**src/rtl/sign_extender_pkg.sv**
```systemverilog
// sign_extender_pkg: shared constants and types for the RV32I immediate generator.
//
// Contents:
//   OP_*        7-bit major opcodes whose immediates the generator knows how to build.
//   imm_fmt_e   immediate-format code reported alongside the immediate.
//   is_known_op helper: true when an opcode is one of the nine decoded opcodes.
//
// The optional unknown-opcode flag is enabled with SIGN_EXTENDER_ILLEGAL_FLAG_EN
// (see sign_extender.sv and sign_extender_dec.sv).

package sign_extender_pkg;

  // Major opcodes (instruction bits [6:0]).
  localparam logic [6:0] OP_R     = 7'b0110011;
  localparam logic [6:0] OP_I     = 7'b0010011;
  localparam logic [6:0] OP_LOAD  = 7'b0000011;
  localparam logic [6:0] OP_S     = 7'b0100011;
  localparam logic [6:0] OP_B     = 7'b1100011;
  localparam logic [6:0] OP_JALR  = 7'b1100111;
  localparam logic [6:0] OP_JAL   = 7'b1101111;
  localparam logic [6:0] OP_LUI   = 7'b0110111;
  localparam logic [6:0] OP_AUIPC = 7'b0010111;

  // Immediate format. FMT_NONE is also the reset and unknown-opcode value.
  typedef enum logic [2:0] {
    FMT_NONE = 3'd0,
    FMT_I    = 3'd1,
    FMT_S    = 3'd2,
    FMT_B    = 3'd3,
    FMT_J    = 3'd4,
    FMT_U    = 3'd5
  } imm_fmt_e;

  // True for the nine opcodes the decoder recognises. An X/Z opcode matches
  // none of the case items and therefore reports unknown.
  function automatic logic is_known_op(input logic [6:0] op);
    logic known;
    known = 1'b0;
    case (op)
      OP_R, OP_I, OP_LOAD, OP_S, OP_B,
      OP_JALR, OP_JAL, OP_LUI, OP_AUIPC: known = 1'b1;
      default:                           known = 1'b0;
    endcase
    return known;
  endfunction

endpackage

```
**src/rtl/sign_extender_dec.sv**
```systemverilog
// sign_extender_dec: purely combinational RV32I immediate decode.
//
// Builds the format-specific immediate from the instruction word, sign-extends
// it to 32 bits using inst_i[31], and selects it by the externally supplied
// opcode (the opcode field inside inst_i is deliberately ignored).
//
// Ports:
//   opcode_i   [6:0]  opcode from the control path
//   inst_i     [31:0] raw instruction word
//   imm_o      [31:0] sign-extended immediate (0 for R-type / unknown opcodes)
//   fmt_o      [2:0]  immediate format (imm_fmt_e)
//   illegal_o         high for any opcode outside the nine decoded ones;
//                     only present with SIGN_EXTENDER_ILLEGAL_FLAG_EN

module sign_extender_dec
  import sign_extender_pkg::*;
(
  input  logic [6:0]  opcode_i,
  input  logic [31:0] inst_i,
  output logic [31:0] imm_o,
  output imm_fmt_e    fmt_o
`ifdef SIGN_EXTENDER_ILLEGAL_FLAG_EN
  ,
  output logic        illegal_o
`endif
);

  logic        sign;
  logic [31:0] imm_i_type;
  logic [31:0] imm_s_type;
  logic [31:0] imm_b_type;
  logic [31:0] imm_j_type;
  logic [31:0] imm_u_type;
  logic        op_unknown;

  assign sign = inst_i[31];

  // Candidate immediates for every format, built in parallel; the opcode only
  // steers the final mux so the decode is a single level of selection.
  assign imm_i_type = {{20{sign}}, inst_i[31:20]};
  assign imm_s_type = {{20{sign}}, inst_i[31:25], inst_i[11:7]};
  // B and J immediates are halfword offsets: bit 0 is hard-wired to zero.
  assign imm_b_type = {{19{sign}}, inst_i[31], inst_i[7], inst_i[30:25], inst_i[11:8], 1'b0};
  assign imm_j_type = {{11{sign}}, inst_i[31], inst_i[19:12], inst_i[20], inst_i[30:21], 1'b0};
  assign imm_u_type = {inst_i[31:12], 12'b0};

  // Plain case with a default: an X or unrecognised opcode matches no item and
  // falls through to zero / FMT_NONE, keeping X out of the output register.
  always_comb begin
    imm_o = 32'b0;
    fmt_o = FMT_NONE;
    case (opcode_i)
      OP_R: begin
        imm_o = 32'b0;
        fmt_o = FMT_NONE;
      end
      OP_I, OP_LOAD, OP_JALR: begin
        imm_o = imm_i_type;
        fmt_o = FMT_I;
      end
      OP_S: begin
        imm_o = imm_s_type;
        fmt_o = FMT_S;
      end
      OP_B: begin
        imm_o = imm_b_type;
        fmt_o = FMT_B;
      end
      OP_JAL: begin
        imm_o = imm_j_type;
        fmt_o = FMT_J;
      end
      OP_LUI, OP_AUIPC: begin
        imm_o = imm_u_type;
        fmt_o = FMT_U;
      end
      default: begin
        imm_o = 32'b0;
        fmt_o = FMT_NONE;
      end
    endcase
  end

  assign op_unknown = ~is_known_op(opcode_i);

`ifdef SIGN_EXTENDER_ILLEGAL_FLAG_EN
  assign illegal_o = op_unknown;
`else
  logic unused_op_unknown;
  assign unused_op_unknown = op_unknown;
`endif

  // The opcode field of the word is never used; the control path owns opcode.
  logic unused_inst_opcode;
  assign unused_inst_opcode = ^inst_i[6:0];

endmodule

```
**src/rtl/sign_extender.sv**
```systemverilog
// sign_extender: registered RV32I immediate generator for the decode stage.
//
// Decodes the immediate for the given opcode, sign-extends it to 32 bits and
// registers it (one-cycle latency) so it lines up with the decode/execute
// pipeline register. The register loads every cycle; there is no stall.
//
// Ports:
//   clk        pipeline clock, rising edge
//   rst        synchronous active-high reset (priority over new inputs)
//   opcode     [6:0]  opcode from the control path
//   instIn     [31:0] raw instruction word
//   immOut     [31:0] registered sign-extended immediate (reset 0)
//   immFmt     [2:0]  registered immediate format, imm_fmt_e (reset FMT_NONE)
//   illegalOp         registered unknown-opcode flag (reset 0); only present
//                     when SIGN_EXTENDER_ILLEGAL_FLAG_EN is defined

module sign_extender
  import sign_extender_pkg::*;
(
  input  logic        clk,
  input  logic        rst,
  input  logic [6:0]  opcode,
  input  logic [31:0] instIn,
  output logic [31:0] immOut,
  output imm_fmt_e    immFmt
`ifdef SIGN_EXTENDER_ILLEGAL_FLAG_EN
  ,
  output logic        illegalOp
`endif
);

  logic [31:0] imm_d, imm_q;
  imm_fmt_e    fmt_d, fmt_q;

`ifdef SIGN_EXTENDER_ILLEGAL_FLAG_EN
  logic        illegal_d, illegal_q;
`endif

  sign_extender_dec u_dec (
    .opcode_i  (opcode),
    .inst_i    (instIn),
    .imm_o     (imm_d),
    .fmt_o     (fmt_d)
`ifdef SIGN_EXTENDER_ILLEGAL_FLAG_EN
    ,
    .illegal_o (illegal_d)
`endif
  );

  always_ff @(posedge clk) begin
    if (rst) begin
      imm_q <= 32'b0;
      fmt_q <= FMT_NONE;
    end else begin
      imm_q <= imm_d;
      fmt_q <= fmt_d;
    end
  end

`ifdef SIGN_EXTENDER_ILLEGAL_FLAG_EN
  always_ff @(posedge clk) begin
    if (rst) begin
      illegal_q <= 1'b0;
    end else begin
      illegal_q <= illegal_d;
    end
  end

  assign illegalOp = illegal_q;
`endif

  assign immOut = imm_q;
  assign immFmt = fmt_q;

endmodule

```
**config.mk**
```make
export PLATFORM = sky130hd
export DESIGN_NAME = sign_extender
export DESIGN_NICKNAME = d
export VERILOG_FILES = /design/src/rtl/sign_extender_pkg.sv /design/src/rtl/sign_extender_dec.sv /design/src/rtl/sign_extender.sv
export SDC_FILE = /design/constraint.sdc
export NUM_CORES = 1
export LEC_CHECK = 0
export CAP_MARGIN = 30
export CORE_ASPECT_RATIO = 0.5
export CORE_MARGIN = 2
export CORE_UTILIZATION = 35
export DETAILED_ROUTE_END_ITERATION = 10
export GPL_ROUTABILITY_DRIVEN = 0
export PLACE_DENSITY_LB_ADDON = 0.1
export REMOVE_ABC_BUFFERS = 1
export SYNTH_ARGS = -nofsm -noshare
export SYNTH_HDL_FRONTEND = slang
export SYNTH_SLANG_ARGS = --single-unit
export TNS_END_PERCENT = 30
```
**constraint.sdc**
```tcl
create_clock -name clk -period 4 [get_ports clk]
set_input_delay 1.2 -clock clk [delete_from_list [all_inputs] [get_ports clk]]
set_output_delay 1.2 -clock clk [all_outputs]
set_load 0.005 [all_outputs]
```
After elaboration in Yosys (flattened, before gate mapping) --
Cells that the tools add are included.
Cells by class: add/sub/neg operators 0, multiply operators 0, div/mod/pow operators 0, $lt $le $gt $ge 0, equality and inequality tests 8, shift-type cells 0, muxes and demuxes 2, bitwise operators 0, reductions and logical operators 2
Operators with widths (count):
- $pmux W32 S5 | 1
- $eq A7 B7 Y1 const B | 3
- $pmux W3 S5 | 1
- $eq A7 B5 Y1 const B | 2
- $eq A7 B6 Y1 const B | 2
- $eq A7 B2 Y1 const B | 1
- $reduce_or A3 Y1 | 1
- $reduce_or A2 Y1 | 1
Storage, ports and cells: register bits 35, latch bits 0, bits in writable memories 0, memory bits (read-only) 0, bits of input ports 41, output and inout port bits 35, word-level logic and storage cells 14, memories kept 0

Longest topological paths before layout --
depth after elaboration 3, mapped depth 7, mapped depth without buffers 4

By module --
From an unflattened synthesis, not the netlist that was laid out.
Second synthesis, totals: cells, all modules 148, area total of the unflattened synthesis 1508.9 um^2
By module, submodules not included:
- sign_extender | times used 1, cells an instance 73, area an instance 965.9 um^2, seq. area each 700.7 um^2
- sign_extender_dec | times used 1, cells an instance 75, area an instance 543.0 um^2, seq. area each 0.0 um^2

Worst setup path before layout --
OpenSTA, ideal clock, no wires.
kind input-to-reg, from in opcode[2], to reg imm_q[21], in the netlist immOut[21], library setup time 0.072 ns, arrival 2.344 ns, required time 3.928 ns, path slack 1.584 ns, stages 6, path buffers 2, cells stage by stage buf_6 nor2b_1 or4_4 a21o_1 buf_6 a21oi_1
Between the ends: word-level cells in the longest chain between the ends 3, elaborated cells between the ends (all ways) 11, those cells by class 8 x eq/ne; 1 x mux; 2 x reduce/logical
RTL lines:
- from (decl) | RTL line sign_extender.sv:22 | input logic [6:0] opcode,
- $eq A7 B5 Y1, or another cell as far along
- $reduce_or A3 Y1 or $reduce_or A2 Y1 (tied branches) | RTL line sign_extender_dec.sv:52 | case (opcode_i)
- $pmux W32 S5 * | RTL line sign_extender_dec.sv:52
- to (signal assigned) | RTL line sign_extender.sv:55 | imm_q <= imm_d;
- to (decl) | RTL line sign_extender.sv:32 | logic [31:0] imm_d, imm_q;
Every way passes the cells marked *; elsewhere a longest branch is shown, timed or not. A chain may end at the register's enable or synchronous reset.

Worst setup path after layout --
from in opcode[2], to reg imm_q[15], in the netlist immOut[15]
The elaborated chain is that of the path after synthesis.

==> flow_summary.yaml <==
run_status:
  outcome: "finished clean"
clocking:
  root_buffer: "clkbuf_8"
  postCtsSetupBuffers: 0
  cts.sinks: 35
  numCtsBuffers: 5
  postCtsHoldBufs: 0
  post_cts_resized: 0
  cts_tree: "done"
  cts_buffer_depth: 2
  h-tree-depth: 2
  path_clk_slew_ns: 0.07
placed_design:
  detailed_place_hpwl_um: 2490
  dpl-instance-area_um2: 2030
  io_buffer_count: 68
  place_ws_ns: 0.718
power_and_ir_drop:
  ir_drop_mv: 0.251
  power.density_nw_per_um2: 363
  power.total_uw: 786
  p_leak_uw: 0.000734
yosys:
  syn_inst: 143
  syn_area_per_cell_um2: 9.27
  synth.cell_area_um2: 1330
  async_flop_share_pct: 0
  synthDistinctLibCells: 37
  yosys.area.top_type: "dfxtp_1"
  ys_seq_area_share_pct: 52.9
  synth_area_leaders: "dfxtp_1 (53%), a21oi_1 (7.9%), nand2_1 (6.2%)"
  synth_top_area_share_pct: 52.9
  synth-edff-count: 0
  synth_most_common_cell: "dfxtp_1"
  synth_ff_type: "dfxtp_1"
  synth_common_cells: "dfxtp_1 (35), nand2_1 (22), a21oi_1 (21)"
  synth-seq-cells: 35
  synth-warning-count: 0
flow_run:
  drv_cap: 0
drt:
  avgViaCountPerCell: 4.78
  drtIter0Drc: 21
  ant_nets: 0
  drt-pass1-iter-count: 4
  wire_per_inst_um: 12.9
  vias: 1258
  drt_wl_total_um: 3390
  post-route-drc-count: 0
timing:
  slew_headroom_pct: 53.3
  setup_viol: 0
  period_minus_slack_ns: 2.98
  hold_violations: 0
  tightest_slew_ns: 0.700
  tns_ns: 0
  fin_ws_ns: 1.02
  rsz0062_at_grt: "no"
  fin_crit_sh_pct: 74.5
  final_max_slew_viol_count: 0
  max_freq_mhz: 336
grt:
  grt_remaining_overflow: 0
  first_global_vias: 1216
  grt_pass1_wl_um: 5440
  antenna_found_initial: 0
  grt_max_degree: 17
  track_usage_pct: 16.3
die:
  start_util_pct: 37.6
  num_rows: 15
  core_um2: 3530
  die_y_um: 47.5
  io_pins: 76
  die_w_um: 91.0
  die_area_um2: 4320
worst_setup_path:
  cp.required_ns: 4.14
  path_max_fanout: 16
  end_kind: "flop"
  arrival_ns: 3.12
  crit_type: "input pin to flop"
  start_kind: "input pin"
layout:
  stdcell_area_um2: 2170
  num_antenna_cells: 0
  fin_nets: 252
  layout-drive-gt1-share_pct: 7.55
  finish.utilization_pct: 61.4
  synthToLayoutAreaGrowth_pct: 63.5
min_path:
  hp-class: "input pin to flop"
-- state kept, by name, indices dropped and copies added (netlist names) --
name	flops
immFmt	3
immOut	32
-- critical path, cell delays in order --
cell and delay [ns]:
clkdlybuf4s50_1 0.67, nor2b_1 0.23, nor4_1 0.07, o21ai_2 0.57
buf_4 0.31, a21oi_1 0.06
-- placed cells by master, fill, tap and decap left out, drive strengths merged, types with 2 or more instances in the layout --
master / n
nand3b: 2
a211oi: 2
and3b: 2
nor4: 2
and2: 6
buf: 2
bufinv: 2
a21oi: 23
dfxtp: 35
nor2: 8
inv: 2
or4: 2
clkbuf: 6
a31oi: 2
nand4b: 2
o211ai: 2
clkdlybuf4s50: 68
nand2: 22
nor2b: 4
a22oi: 4
-- cell families after synthesis --
group,Yosys count,synth area share [%]
flops,35,52.9
xor+xnor,1,0.661
buf+inv,11,4.72
compound gates,37,17.4
simple gates,59,24.4
-- cell type report --
| type | count | area, um2 |
|---|---|---|
| multi-input combinational | 97 | 566 |
| inverter | 2 | 7.51 |
| sequential | 35 | 701 |
| timing repair buffer | 70 | 696 |
| tap | 51 | 63.8 |
| fill | 329 | 1360 |
| clock buffer | 6 | 72.6 |
| clock inverter | 2 | 60.1 |
-- metal layers --
layer | GRT usage (%) | part of all wire, %
met1 | 19.7 | 45
met2 | 28.1 | 47
met3 | 5.35 | 7.1
met4 | 6.97 | 1.1
met5 | 0 | 0
-- power by group --
group	internal (uW)	total [uW]	switching (uW)
sequential	350	350	0.278
clock	249	371	122
combinational	39.6	65.7	26.1
total	638	786	148
-- worst paths after layout --
path                  startpoint  cells after the start  slack, ns                     to
worst max-delay path   opcode[2]                      6       1.02  immOut[15]$_SDFF_PP0_
worst min-delay path  instIn[13]                      3       1.46  immOut[13]$_SDFF_PP0_
-- metrics by stage --
stage	std cells	hold slack [ns]
after global placement	255	1.76
after global routing	263	1.48
after floorplan	134	1.27
after detailed placement	255	1.76
after CTS	263	1.46
final	263	1.46
No activity file was read; power rests on OpenSTA's default activity.
